===== src/rtl/ifu_fetch_pkg.sv =====
// Shared fetch-stage constants, exception codes and the F/D bundle.
// Used by ifu_fetch and its F/D pipeline register.
package ifu_fetch_pkg;

  localparam logic [31:0] RESET_PC_DEF = 32'h0000_3000;
  localparam logic [31:0] IM_BASE_DEF  = 32'h0000_3000;
  localparam int          IM_WORDS_DEF = 4096;

  localparam logic [4:0] EXC_NONE = 5'd0;
  localparam logic [4:0] EXC_ADEL = 5'd4;

  typedef struct packed {
    logic [31:0] instr;
    logic [31:0] pc;
    logic        valid;
    logic [4:0]  exc;
  } fd_t;

  function automatic logic addr_err(
    input logic [31:0] pc,
    input logic [31:0] base,
    input logic [32:0] span
  );
    logic [31:0] off;
    off = pc - base;
    return (pc[1:0] != 2'b00) || (pc < base) ||
           ({1'b0, off} >= span);
  endfunction

endpackage


===== src/rtl/ifu_fetch_fd_pipe_reg.sv =====
// F/D pipeline register: reset > flush > stall > load.
// A flush leaves a bubble but keeps the PC so the EPC chain stays defined.
module ifu_fetch_fd_pipe_reg
  import ifu_fetch_pkg::*;
(
  input  logic clk,
  input  logic reset,
  input  logic flush,
  input  logic stall,
  input  fd_t  d,
  output fd_t  q
);

  always_ff @(posedge clk) begin
    if (reset) begin
      q <= '0;
    end else if (flush) begin
      q.instr <= '0;
      q.pc    <= d.pc;
      q.valid <= 1'b0;
      q.exc   <= EXC_NONE;
    end else if (!stall) begin
      q <= d;
    end
  end

endmodule


===== src/rtl/ifu_fetch.sv =====
// Instruction-fetch stage: PC register, IM address, F/D capture.
// Define FETCH_EXC_EN to raise AdEL on misaligned or out-of-window fetch.
module ifu_fetch
  import ifu_fetch_pkg::*;
#(
  parameter logic [31:0] RESET_PC = RESET_PC_DEF,
  parameter logic [31:0] IM_BASE  = IM_BASE_DEF,
  parameter int          IM_WORDS = IM_WORDS_DEF
) (
  input  logic        clk,
  input  logic        reset,
  input  logic        stall,
  input  logic        flush,
  input  logic        redirect_valid,
  input  logic [31:0] redirect_pc,
  output logic [31:0] im_addr,
  input  logic [31:0] im_instr,
  output logic [31:0] fd_instr,
  output logic [31:0] fd_pc,
  output logic [31:0] fd_pc8,
  output logic        fd_valid,
  output logic [4:0]  fd_exc,
  output logic [31:0] fetch_count
);

`ifdef FETCH_EXC_EN
  localparam bit EXC_EN = 1'b1;
`else
  localparam bit EXC_EN = 1'b0;
`endif

  localparam logic [32:0] IM_SPAN = 33'(IM_WORDS) * 33'd4;

  logic [31:0] pc;
  logic        err;
  fd_t         fd_d;
  fd_t         fd_q;

  always_ff @(posedge clk) begin
    if (reset) begin
      pc <= RESET_PC;
    end else if (!stall) begin
      pc <= redirect_valid ? redirect_pc : pc + 32'd4;
    end
  end

  always_ff @(posedge clk) begin
    if (reset) begin
      fetch_count <= '0;
    end else if (!flush && !stall) begin
      fetch_count <= fetch_count + 32'd1;
    end
  end

  assign im_addr = pc;
  assign err     = EXC_EN && addr_err(pc, IM_BASE, IM_SPAN);

  always_comb begin
    fd_d       = '0;
    fd_d.instr = err ? 32'd0 : im_instr;
    fd_d.pc    = pc;
    fd_d.valid = 1'b1;
    fd_d.exc   = err ? EXC_ADEL : EXC_NONE;
  end

  ifu_fetch_fd_pipe_reg u_fd (
    .clk   (clk),
    .reset (reset),
    .flush (flush),
    .stall (stall),
    .d     (fd_d),
    .q     (fd_q)
  );

  assign fd_instr = fd_q.instr;
  assign fd_pc    = fd_q.pc;
  assign fd_pc8   = fd_q.pc + 32'd8;
  assign fd_valid = fd_q.valid;
  assign fd_exc   = fd_q.exc;

endmodule


===== config.mk =====
export PLATFORM = sky130hd
export DESIGN_NAME = ifu_fetch
export DESIGN_NICKNAME = d
export VERILOG_FILES = /design/src/rtl/ifu_fetch_pkg.sv /design/src/rtl/ifu_fetch_fd_pipe_reg.sv /design/src/rtl/ifu_fetch.sv
export SDC_FILE = /design/constraint.sdc
export NUM_CORES = 1
export LEC_CHECK = 0
export BUFFER_PORTS_ARGS = -buffer_cell sky130_fd_sc_hd__buf_2
export CORE_ASPECT_RATIO = 0.8
export CORE_MARGIN = 5
export CORE_UTILIZATION = 51
export DETAILED_ROUTE_END_ITERATION = 10
export PLACE_DENSITY = 0.93
export SLEW_MARGIN = 20
export SYNTH_ARGS = -nofsm -noshare
export SYNTH_HDL_FRONTEND = slang
export SYNTH_HIERARCHICAL = 1
export SYNTH_SLANG_ARGS = --single-unit

===== constraint.sdc =====
create_clock -name clk -period 1.92 [get_ports clk]
set_input_delay 0.384 -clock clk [delete_from_list [all_inputs] [get_ports clk]]
set_output_delay 0.384 -clock clk [all_outputs]
set_load 0.1 [all_outputs]

==> summary.txt, run 1 <==
Place
  • Post-DP HPWL: 16.0 mm
  • Number of placed instances, taps included: 1209
  • GPL Wtd Cong: 0.926
  • IO Port Bufs: 234
  • Placement Cell Area: 9550 um^2

Timing
  • Period minus WS final: 2450 ps
  • Fmax: 409 MHz
  • Max Slew Vio Count: 0
  • Slew HR: 60.8%
  • Skew final: 15.0 ps
  • Hold Fails Final Rpt: 0
  • Setup slack after layout: -528 ps
  • Crit share post-route: 127%
  • Setup-failing EPs final: 25
  • Worst-Margin Slew: 586 ps
  • RSZ-0062 raised after global routing: yes

Final layout
  • Fillcell total: 743
  • Multi-input gate area: 4550 um^2
  • Final Non-Filler Cells: 1251
  • Core Util, Final: 81.3%
  • Nets: 1135
  • Share of cells above drive strength 1: 46.4%
  • Cell area after layout: 10500 um^2
  • Register area: 2950 um^2
  • Commonest non-fill, non-tap cell in the layout: buf_2
  • Most frequent cells in the layout: buf_2 (205), nor2_1 (110), buf_4 (67)
  • Area growth, synth to finish: 55.3%

Setup path
  • Worst Setup Path Type: register to primary output
  • Crit path required time: 1540 ps
  • Critical-path maximum fanout: 4
  • Setup crit start kind: register
  • Crit path DAT: 2060 ps
  • CP endpoint kind: primary output

Floorplanning
  • IO Pins: 235
  • Die height: 113 um
  • Die Width: 139 um
  • Core ar.: 13000 um^2
  • Initial core utilization: 52.4%
  • Die ar.: 15700 um^2
  • Std-Cell Rows: 37

Detailed routing
  • WL/cell: 19.2 um
  • Vias per cell: 5.84
  • DR vias: 7310
  • Residual DRC: 0
  • First-pass detailed-route iteration total: 6
  • Antenna-violating nets left: 0
  • Routed WL: 24.0 mm
  • Initial DRC count: 710

Power
  • PD cells: 769 nW/um^2
  • Worst IR Drop VDD: 0.000857 V
  • Leak: 4.72 nW
  • Final Power: 8.11 mW

Yosys
  • Mapped cell area: 6790 um^2
  • Mapped Cells: 786
  • Post-synth top flop: dfxtp_1
  • Synth Warn #: 6
  • Yosys cell types: 58
  • Post-synth EDFFs: 0
  • Synth Area per Inst: 8.64 um^2
  • Async SR Flop Fraction: 0%
  • Seq/Total Area, Yosys: 39.5%
  • Seq cells post-synth: 134

Global route
  • First-pass GRT wire length: 35.5 mm
  • GRT overflow: 0
  • Vias in the first global route: 6818
  • Largest net degree at the start of global routing: 45
  • Total GRT Usage: 27.8%
  • Initial antenna violation count: 1

Clock tree
  • H-tree Lvls: 4
  • CTS Buf Count: 17
  • Clock-pin slew on the worst setup and hold paths: 60 ps
  • Root buffer selected by CTS: clkbuf_16
  • Clock network latency to the later pin of the worst-skew pair: 420 ps
  • CTS tree: built
  • Max clock buf depth: 2
  • CTS sink count: 134

Run status
  • Failing checks: setup timing
  • Status: complete, but fails checks

Run
  • MaxCap Viol Count: 0

Hold path
  • HP Class: input pin to register
synth_stat cells (all sizes together), types with 26 or more instances:
library cell | instances | area, um^2
xor2 | 32 | 280
nand2 | 45 | 169
nand4bb | 33 | 388
nand2b | 35 | 219
mux2i | 42 | 420
buf | 28 | 203
o21ai | 51 | 255
nor2 | 116 | 435
dfxtp | 134 | 2680
nand4 | 35 | 231
nand3 | 39 | 215
clkbuf | 26 | 97.6
where the power goes:
part | leakage (nW) | total, mW | internal (mW) | switching, mW
Sequential | 1.15 | 2.96 | 2.83 | 0.134
Clock | 0.313 | 3.40 | 2.15 | 1.25
Combinational | 3.26 | 1.75 | 0.450 | 1.30
area by class of cell:
class | count | area share (%)
multi-input combinational | 595 | 43.1
inverter | 7 | 0.249
clock inverter | 6 | 0.404
clock buffer | 25 | 5.63
timing repair buffer | 308 | 20.5
tap | 175 | 2.08
antenna | 1 | 0.0237
sequential | 134 | 27.9
metal layers:
layer | share of wire [%] | track usage (%)
met2 | 49 | 46.7
met4 | 4.1 | 13.0
met5 | 0 | 0
met3 | 8.9 | 8.53
met1 | 38 | 32.7
critical path, cell delays in order (launching register included):
cell and delay, ps:
dfxtp_4 340, nand4_1 130, buf_4 170, nor2_4 110, buf_6 110, and3_4 270
nand2_4 90, xnor2_4 210, buf_12 200
sequential cells by signal, indices dropped and copies added (netlist names):
name and cells:
im_addr 32, u_fd/q 70, fetch_count 32
per-stage QoR:
step / setup slack, ps / hold WS (ps) / TNS (ps)
after global routing: -610 / 192 / -11340
after CTS: -496 / 183 / -9310
after floorplan: -574 / 520 / -10830
after detailed placement: -176 / 475 / -1600
final: -528 / 197 / -9490
after global placement: -117 / 459 / -713
path summary, 6_finish.rpt:
path,start,endpoint,slack [ps],depth (start not counted)
worst min-delay path,im_instr[19],u_fd/q[57],200,3
worst max register to register,im_addr[7],im_addr[17],-30,5
worst min register to register,u_fd/q[57],u_fd/q[57],490,2
worst max-delay path,u_fd/q[12],fd_pc8[18],-530,8
cells by family after synthesis:
logic type,share of synthesized area (%)
simple gates,31.1
flops,39.5
compound gates,10.3
buf+inv,4.81
xor+xnor,6.97
mux,6.69
fa+ha+maj,0.553
other cells,0.111
repair_timing:
| item | 4_1_cts | 5_1_grt |
|---|---|---|
| resized for setup | 28 | 28 |
| pin swaps | 22 | 17 |
| hold buffers | 0 | 0 |
| endpoints found under the hold margin | 0 | 0 |
| cloned | 0 | 0 |
| setup buffers | 3 | 8 |
| endpoints found under the setup margin | 26 | 35 |
Power figures use the tool's default switching activity.
==> inputs of run 2 (changes only) <==
--- a/config.mk
+++ b/config.mk
@@ -8,9 +8,9 @@
 export BUFFER_PORTS_ARGS = -buffer_cell sky130_fd_sc_hd__buf_2
 export CORE_ASPECT_RATIO = 0.8
 export CORE_MARGIN = 5
-export CORE_UTILIZATION = 51
+export CORE_UTILIZATION = 55
 export DETAILED_ROUTE_END_ITERATION = 10
-export PLACE_DENSITY = 0.93
+export PLACE_DENSITY = 0.95
 export SLEW_MARGIN = 20
 export SYNTH_ARGS = -nofsm -noshare
 export SYNTH_HDL_FRONTEND = slang
==> constraint.sdc (replaced) <==
create_clock -name clk -period 3.15 [get_ports clk]
set_input_delay 0.63 -clock clk [delete_from_list [all_inputs] [get_ports clk]]
set_output_delay 0.63 -clock clk [all_outputs]
set_load 0.1 [all_outputs]
==> summary.txt, run 2 (synthesis results as in run 1) <==
Power
  • Leak: 4.07 nW (-14%)
  • PD cells: 550 nW/um^2 (-28%)
  • Worst IR Drop VDD: 0.000417 V (-51%)
  • Seq pwr share: 37.7% (+1.2 points)
  • Power share of the clock group: 43.1% (+1.2 points)
  • Net Sw Power: 1.62 mW (-40%)
  • Sw frac: 33.0% (-0.051 points)
  • Int Power: 3.28 mW (-40%)
  • Comb pwr share: 19.2% (-2.4 points)

Detailed routing
  • First-pass detailed-route iteration total: 6 (unchanged)
  • Antenna-violating nets left: 0 (unchanged)
  • Routed WL: 21.2 mm (-12%)
  • Vias per cell: 5.78 (-1.1%)
  • WL/cell: 18.2 um (-5.4%)
  • Initial DRC count: 585 (-18%)
  • Residual DRC: 0 (unchanged)
  • DR vias: 6731 (-7.9%)

Global route
  • GRT overflow: 0 (unchanged)
  • Initial antenna violation count: 2 (+1)
  • Largest net degree at the start of global routing: 96 (+110%)
  • First-pass GRT wire length: 33.8 mm (-4.6%)
  • Vias in the first global route: 6435 (-5.6%)
  • Total GRT Usage: 28.8% (+1.0 points)

Setup path
  • FF-to-FF path depth: 6 (+1)
  • Crit path required time: 2520 ps (+980 ps)
  • Critical-path maximum fanout: 5 (+1)
  • R2R setup slack: 880 ps (+910 ps)
  • Worst Setup Path Type: register to primary output
  • CP endpoint kind: primary output
  • Reg-to-reg startpoint: im_addr[2]
  • Crit path DAT: 2430 ps (+370 ps)
  • Setup crit start kind: register
  • Worst R2R End: im_addr[26]

Clock tree
  • CTS tree: built
  • Clock network latency to the later pin of the worst-skew pair: 420 ps (about the same)
  • # hold bufs at CTS: 0 (unchanged)
  • CTS Buf Count: 17 (unchanged)
  • Root buffer selected by CTS: clkbuf_16
  • H-tree Lvls: 4 (unchanged)
  • Max clock buf depth: 2 (unchanged)
  • Clock-pin slew on the worst setup and hold paths: 60 ps (about the same)
  • CTS sink count: 134 (unchanged)

Place
  • Post-DP HPWL: 14.8 mm (-7.8%)
  • Placement Cell Area: 8230 um^2 (-14%)
  • GPL Wtd Cong: 0.894 (-3.4%)
  • IO Port Bufs: 234 (unchanged)

Timing
  • Setup-failing EPs final: 0 (-100%)
  • Hold Slack: 438 ps (+240 ps)
  • Period minus WS final: 3060 ps
  • Max Slew Vio Count: 0 (unchanged)
  • RSZ-0062 raised after global routing: yes
  • Worst-Margin Slew: 1090 ps (+505 ps)
  • Skew final: 7.73 ps (-7.30 ps)
  • Fmax: 327 MHz
  • Crit share post-route: 97.1%
  • Slew HR: 27.3% (-34 points)
  • Hold Fails Final Rpt: 0 (unchanged)

Final layout
  • Number of flip-flops under the largest register name: 70 (unchanged)
  • Commonest non-fill, non-tap cell in the layout: buf_2
  • Most frequent cells in the layout: buf_2 (221), nor2_1 (115), dfxtp_1 (114)
  • Share of cells above drive strength 1: 33.7% (-13 points)
  • Nets: 1071 (-5.6%)
  • Reg with most FFs: u_fd/q
  • Cell area after layout: 8910 um^2 (-15%)
  • Area growth, synth to finish: 31.2%
  • Fillcell total: 874 (+18%)

Floorplanning
  • IO Pins: 235 (unchanged)
  • Die height: 109 um (-3.4%)
  • Initial core utilization: 56.0% (+3.7 points)
  • Std-Cell Rows: 36 (-2.7%)
  • Core ar.: 12100 um^2 (-6.5%)
  • Die ar.: 14700 um^2 (-6.7%)
  • Die Width: 134 um (-3.4%)

Run status
  • Status: completed

Hold path
  • HP Class: input pin to register
  • Hold EP: u_fd/q[40]
  • Worst hold path cell count: 3 (unchanged)
  • Hold path start: im_instr[2]

Run
  • MaxCap Viol Count: 0 (unchanged)
[run 2: changes by cell type in the layout (fill, tap and decap cells not counted), sizes merged]
cell	before	now
buf	308	239
bufinv	0	4
inv	10	9
clkbuf	25	22
clkinvlp	1	4
clkinv	2	5
[run 2: timing repair]
item / in CTS / in global routing
gates resized for setup: 8 / 9
endpoints found under the setup margin: 8 / 11
pin swaps: 0 / 2
endpoints found under the hold margin: 0 / 0
setup buffers: 0 / 0
[run 2: worst max path at each step]
stage / slack [ps] / cells past startpoint / from / end
after detailed placement: 260 / 7 / u_fd/q[9] / fd_pc8[31]
after CTS: -20 / 7 / u_fd/q[9] / fd_pc8[17]
after floorplan: -90 / 7 / u_fd/q[9] / fd_pc8[25]
after global routing: -20 / 7 / u_fd/q[9] / fd_pc8[31]
after global placement: 340 / 7 / u_fd/q[9] / fd_pc8[31]
final: 90 / 7 / u_fd/q[9] / fd_pc8[17]
[run 2: cell type report]
type	count	area (um^2)	share of cell area (%)
flip-flops and latches	134	2710	30.4
inverters	7	26.3	0.295
clock inverters	15	204	2.29
well taps	152	190	2.13
clock buffers	17	425	4.77
repair buffers	244	1280	14.4
diodes	1	2.50	0.0281
multi-input cells	595	4070	45.7
[run 2: power by group through the flow]
stage / Clock, mW / Combinational, mW / Sequential, mW
after global placement: 0 / 0.925 / 1.87
after global routing: 2.21 / 0.982 / 1.86
after CTS: 2.13 / 0.938 / 1.84
after detailed placement: 0 / 0.931 / 1.88
after floorplan: 0 / 0.362 / 2.27
final: 2.11 / 0.942 / 1.85
[run 2: routing by layer]
| layer | global-route usage (%) | vias to the layer above | part of all wire (%) |
|---|---|---|---|
| li1 | - | 3218 | - |
| met2 | 48.5 | 305 | 48 |
| met1 | 35.6 | 3164 | 41 |
| met3 | 8.23 | 42 | 8.1 |
| met4 | 10.5 | 2 | 2.3 |
| met5 | 0 | - | 0.061 |
[run 2: through the flow]
| stage | power (mW) | worst slack [ps] | instances | TNS (ps) | util (%) |
|---|---|---|---|---|---|
| detailed placement | 2.81 | 263 | 1132 | 0 | 67.9 |
| floorplan | 2.64 | -94.3 | 790 | -446 | - |
| global placement | 2.80 | 341 | 1132 | 0 | 67.9 |
| finish | 4.90 | 89.8 | 1165 | 0 | 73.5 |
| CTS | 4.91 | -17.1 | 1164 | -17.1 | 73.3 |
| global route | 5.04 | -22.4 | 1165 | -39.1 | 73.5 |
[run 2: critical path, stage by stage, from the launching register on]
cell and delay (ps):
dfxtp_2 370, ha_1 220, nand2_1 90, nor2_1 200, nand4_1 340, nor3_4 340, xor2_4 190, buf_6 240
==> inputs of run 3 (changes only) <==
==> constraint.sdc (replaced) <==
create_clock -name clk -period 3.9 [get_ports clk]
set_input_delay 0.78 -clock clk [delete_from_list [all_inputs] [get_ports clk]]
set_output_delay 0.78 -clock clk [all_outputs]
set_load 0.1 [all_outputs]
==> summary.txt, run 3 (synthesis results as in run 1) <==
Place
  • IO Port Bufs: 234 (unchanged)
  • Dpl ws: 1010 ps (+743 ps)
  • Number of placed instances, taps included: 1128 (-0.35%)
  • GPL Wtd Cong: 0.915 (+2.3%)
  • Post-DP HPWL: 14.9 mm (+0.54%)

Timing
  • Setup slack after layout: 593 ps (+503 ps)
  • RSZ-0062 raised after global routing: no
  • Setup-failing EPs final: 0 (unchanged)
  • Max Slew Vio Count: 0 (unchanged)
  • Slew HR: 44.1% (+17 points)
  • Hold Fails Final Rpt: 0 (unchanged)
  • Skew final: 9.07 ps (+1.34 ps)
  • Worst-Margin Slew: 838 ps (-252 ps)
  • Crit share post-route: 84.8%
  • Period minus WS final: 3310 ps
  • Setup_tns: 0 ps (unchanged)
  • Fmax: 302 MHz

Power
  • Power share of the clock group: 41.5% (-1.6 points)
  • Comb pwr share: 19.6% (+0.4 points)
  • Leak: 3.97 nW (-2.5%)
  • Net Sw Power: 1.30 mW (-19%)
  • Worst IR Drop VDD: 0.000360 V (-14%)
  • Seq pwr share: 38.9% (+1.2 points)
  • Int Power: 2.52 mW (-23%)
  • Sw frac: 34.1% (+1.2 points)
  • PD cells: 442 nW/um^2 (-20%)

Clock tree
  • Cts repair resizes: 0 (-8)
  • H-tree Lvls: 4 (unchanged)
  • Clock-pin slew on the worst setup and hold paths: 60 ps (about the same)
  • CTS tree: built
  • CTS sink count: 134 (unchanged)
  • Clock network latency to the later pin of the worst-skew pair: 410 ps (about the same)
  • Root buffer selected by CTS: clkbuf_16
  • Max clock buf depth: 2 (unchanged)
  • # hold bufs at CTS: 0 (unchanged)
  • Post-CTS setup buffer count: 0 (unchanged)
  • CTS Buf Count: 17 (unchanged)

Final layout
  • Final Non-Filler Cells: 1163 (-0.17%)
  • Core Util, Final: 71.4% (-2.1 points)
  • Most frequent cells in the layout: buf_2 (232), dfxtp_1 (134), nor2_1 (116)
  • Commonest non-fill, non-tap cell in the layout: buf_2
  • Reg with most FFs: u_fd/q
  • Number of flip-flops under the largest register name: 70 (unchanged)
  • Nets: 1067 (-0.37%)
  • Area growth, synth to finish: 27.4%
  • Share of cells above drive strength 1: 30.5% (-3.2 points)

Setup path
  • Reg-to-reg startpoint: im_addr[2]
  • Worst R2R End: im_addr[18]
  • CP max-delay cell: buf_2
  • Crit path DAT: 2530 ps (+100 ps)
  • Worst Setup Path Type: register to primary output
  • Critical-path maximum fanout: 7 (+2)
  • Crit path required time: 3120 ps (+600 ps)
  • Max stage delay on crit path: 430 ps (+60 ps)
  • CP endpoint kind: primary output
  • Setup crit start kind: register
  • R2R setup slack: 1500 ps (+620 ps)
  • FF-to-FF path depth: 6 (unchanged)
  • Crit path cell chain: ha_1, nand2_1, nor2_1, and2_1, nor2b_1, xnor2_2, buf_2

Global route
  • Vias in the first global route: 6258 (-2.8%)
  • First-pass GRT wire length: 32.4 mm (-4.1%)
  • GRT overflow: 0 (unchanged)
  • Total GRT Usage: 27.4% (-1.5 points)
  • Largest net degree at the start of global routing: 104 (+8.3%)
  • Initial antenna violation count: 3 (+1)

Floorplanning
  • Core ar.: 12100 um^2 (unchanged)
  • Std-Cell Rows: 36 (unchanged)
  • Die Width: 134 um (unchanged)
  • Die ar.: 14700 um^2 (unchanged)
  • IO Pins: 235 (unchanged)
  • Die height: 109 um (unchanged)
  • Initial core utilization: 56.0% (unchanged)

Detailed routing
  • Residual DRC: 0 (unchanged)
  • Routed WL: 21.1 mm (-0.45%)
  • Antenna-violating nets left: 0 (unchanged)
  • DR vias: 6831 (+1.5%)
  • WL/cell: 18.1 um (-0.28%)
  • Initial DRC count: 614 (+5.0%)
  • First-pass detailed-route iteration total: 5 (-1)
  • Vias per cell: 5.87 (+1.7%)

Hold path
  • Hold path start: u_fd/q[42]
  • HP Class: register to register
  • Hold EP: u_fd/q[42]
  • Worst hold path cell count: 2 (-1)

Run
  • MaxCap Viol Count: 0 (unchanged)

Run status
  • Status: completed
## run 3: per-stage QoR
stage	area, um^2	hold slack, ps	power (mW)
global route	8650	517	3.94
global placement	8060	459	2.25
CTS	8640	485	3.83
detailed placement	8060	477	2.26
finish	8650	489	3.82
floorplan	6950	896	2.12
## run 3: final cells by class
class	count	area [um^2]
Fill cell	915	3470
Tap cell	152	190
Clock inverter	13	150
Clock buffer	18	429
Multi-Input combinational cell	595	3940
Antenna cell	4	10.0
Timing Repair Buffer	240	1220
Inverter	7	26.3
Sequential cell	134	2680
## run 3: critical path, delay by kind of cell, from the launching register on
family | cells | cell delay (ps)
fa+ha+maj | 1 | 230
buf+inv | 1 | 430
simple gates | 4 | 940
xor+xnor | 1 | 130
flops | 1 | 390
## run 3: routing by layer
layer  global-route usage, %  part of all wire (%)  up-vias
li1                        -                     -     3210
met4                    11.8                   2.8        0
met3                    6.68                   8.1       42
met1                    35.0                    42     3222
met5                       0                     0        -
met2                    44.5                    47      357
## run 3: power groups by stage
stage | sequential (mW) | clock [mW] | combinational [mW]
CTS | 1.48 | 1.60 | 0.749
floorplan | 1.83 | 0 | 0.289
global route | 1.49 | 1.66 | 0.780
global placement | 1.51 | 0 | 0.741
detailed placement | 1.51 | 0 | 0.747
finish | 1.49 | 1.58 | 0.750
## run 3: worst max path at each step
stage	from	end	slack, ps	depth (start not counted)
2_1_floorplan	u_fd/q[9]	fd_pc8[13]	-280	5
3_3_place_gp	u_fd/q[9]	fd_pc8[23]	1060	7
3_5_place_dp	u_fd/q[9]	fd_pc8[23]	1010	7
4_1_cts	u_fd/q[9]	fd_pc8[23]	560	7
5_1_grt	u_fd/q[9]	fd_pc8[23]	380	7
6_report	u_fd/q[9]	fd_pc8[23]	590	7
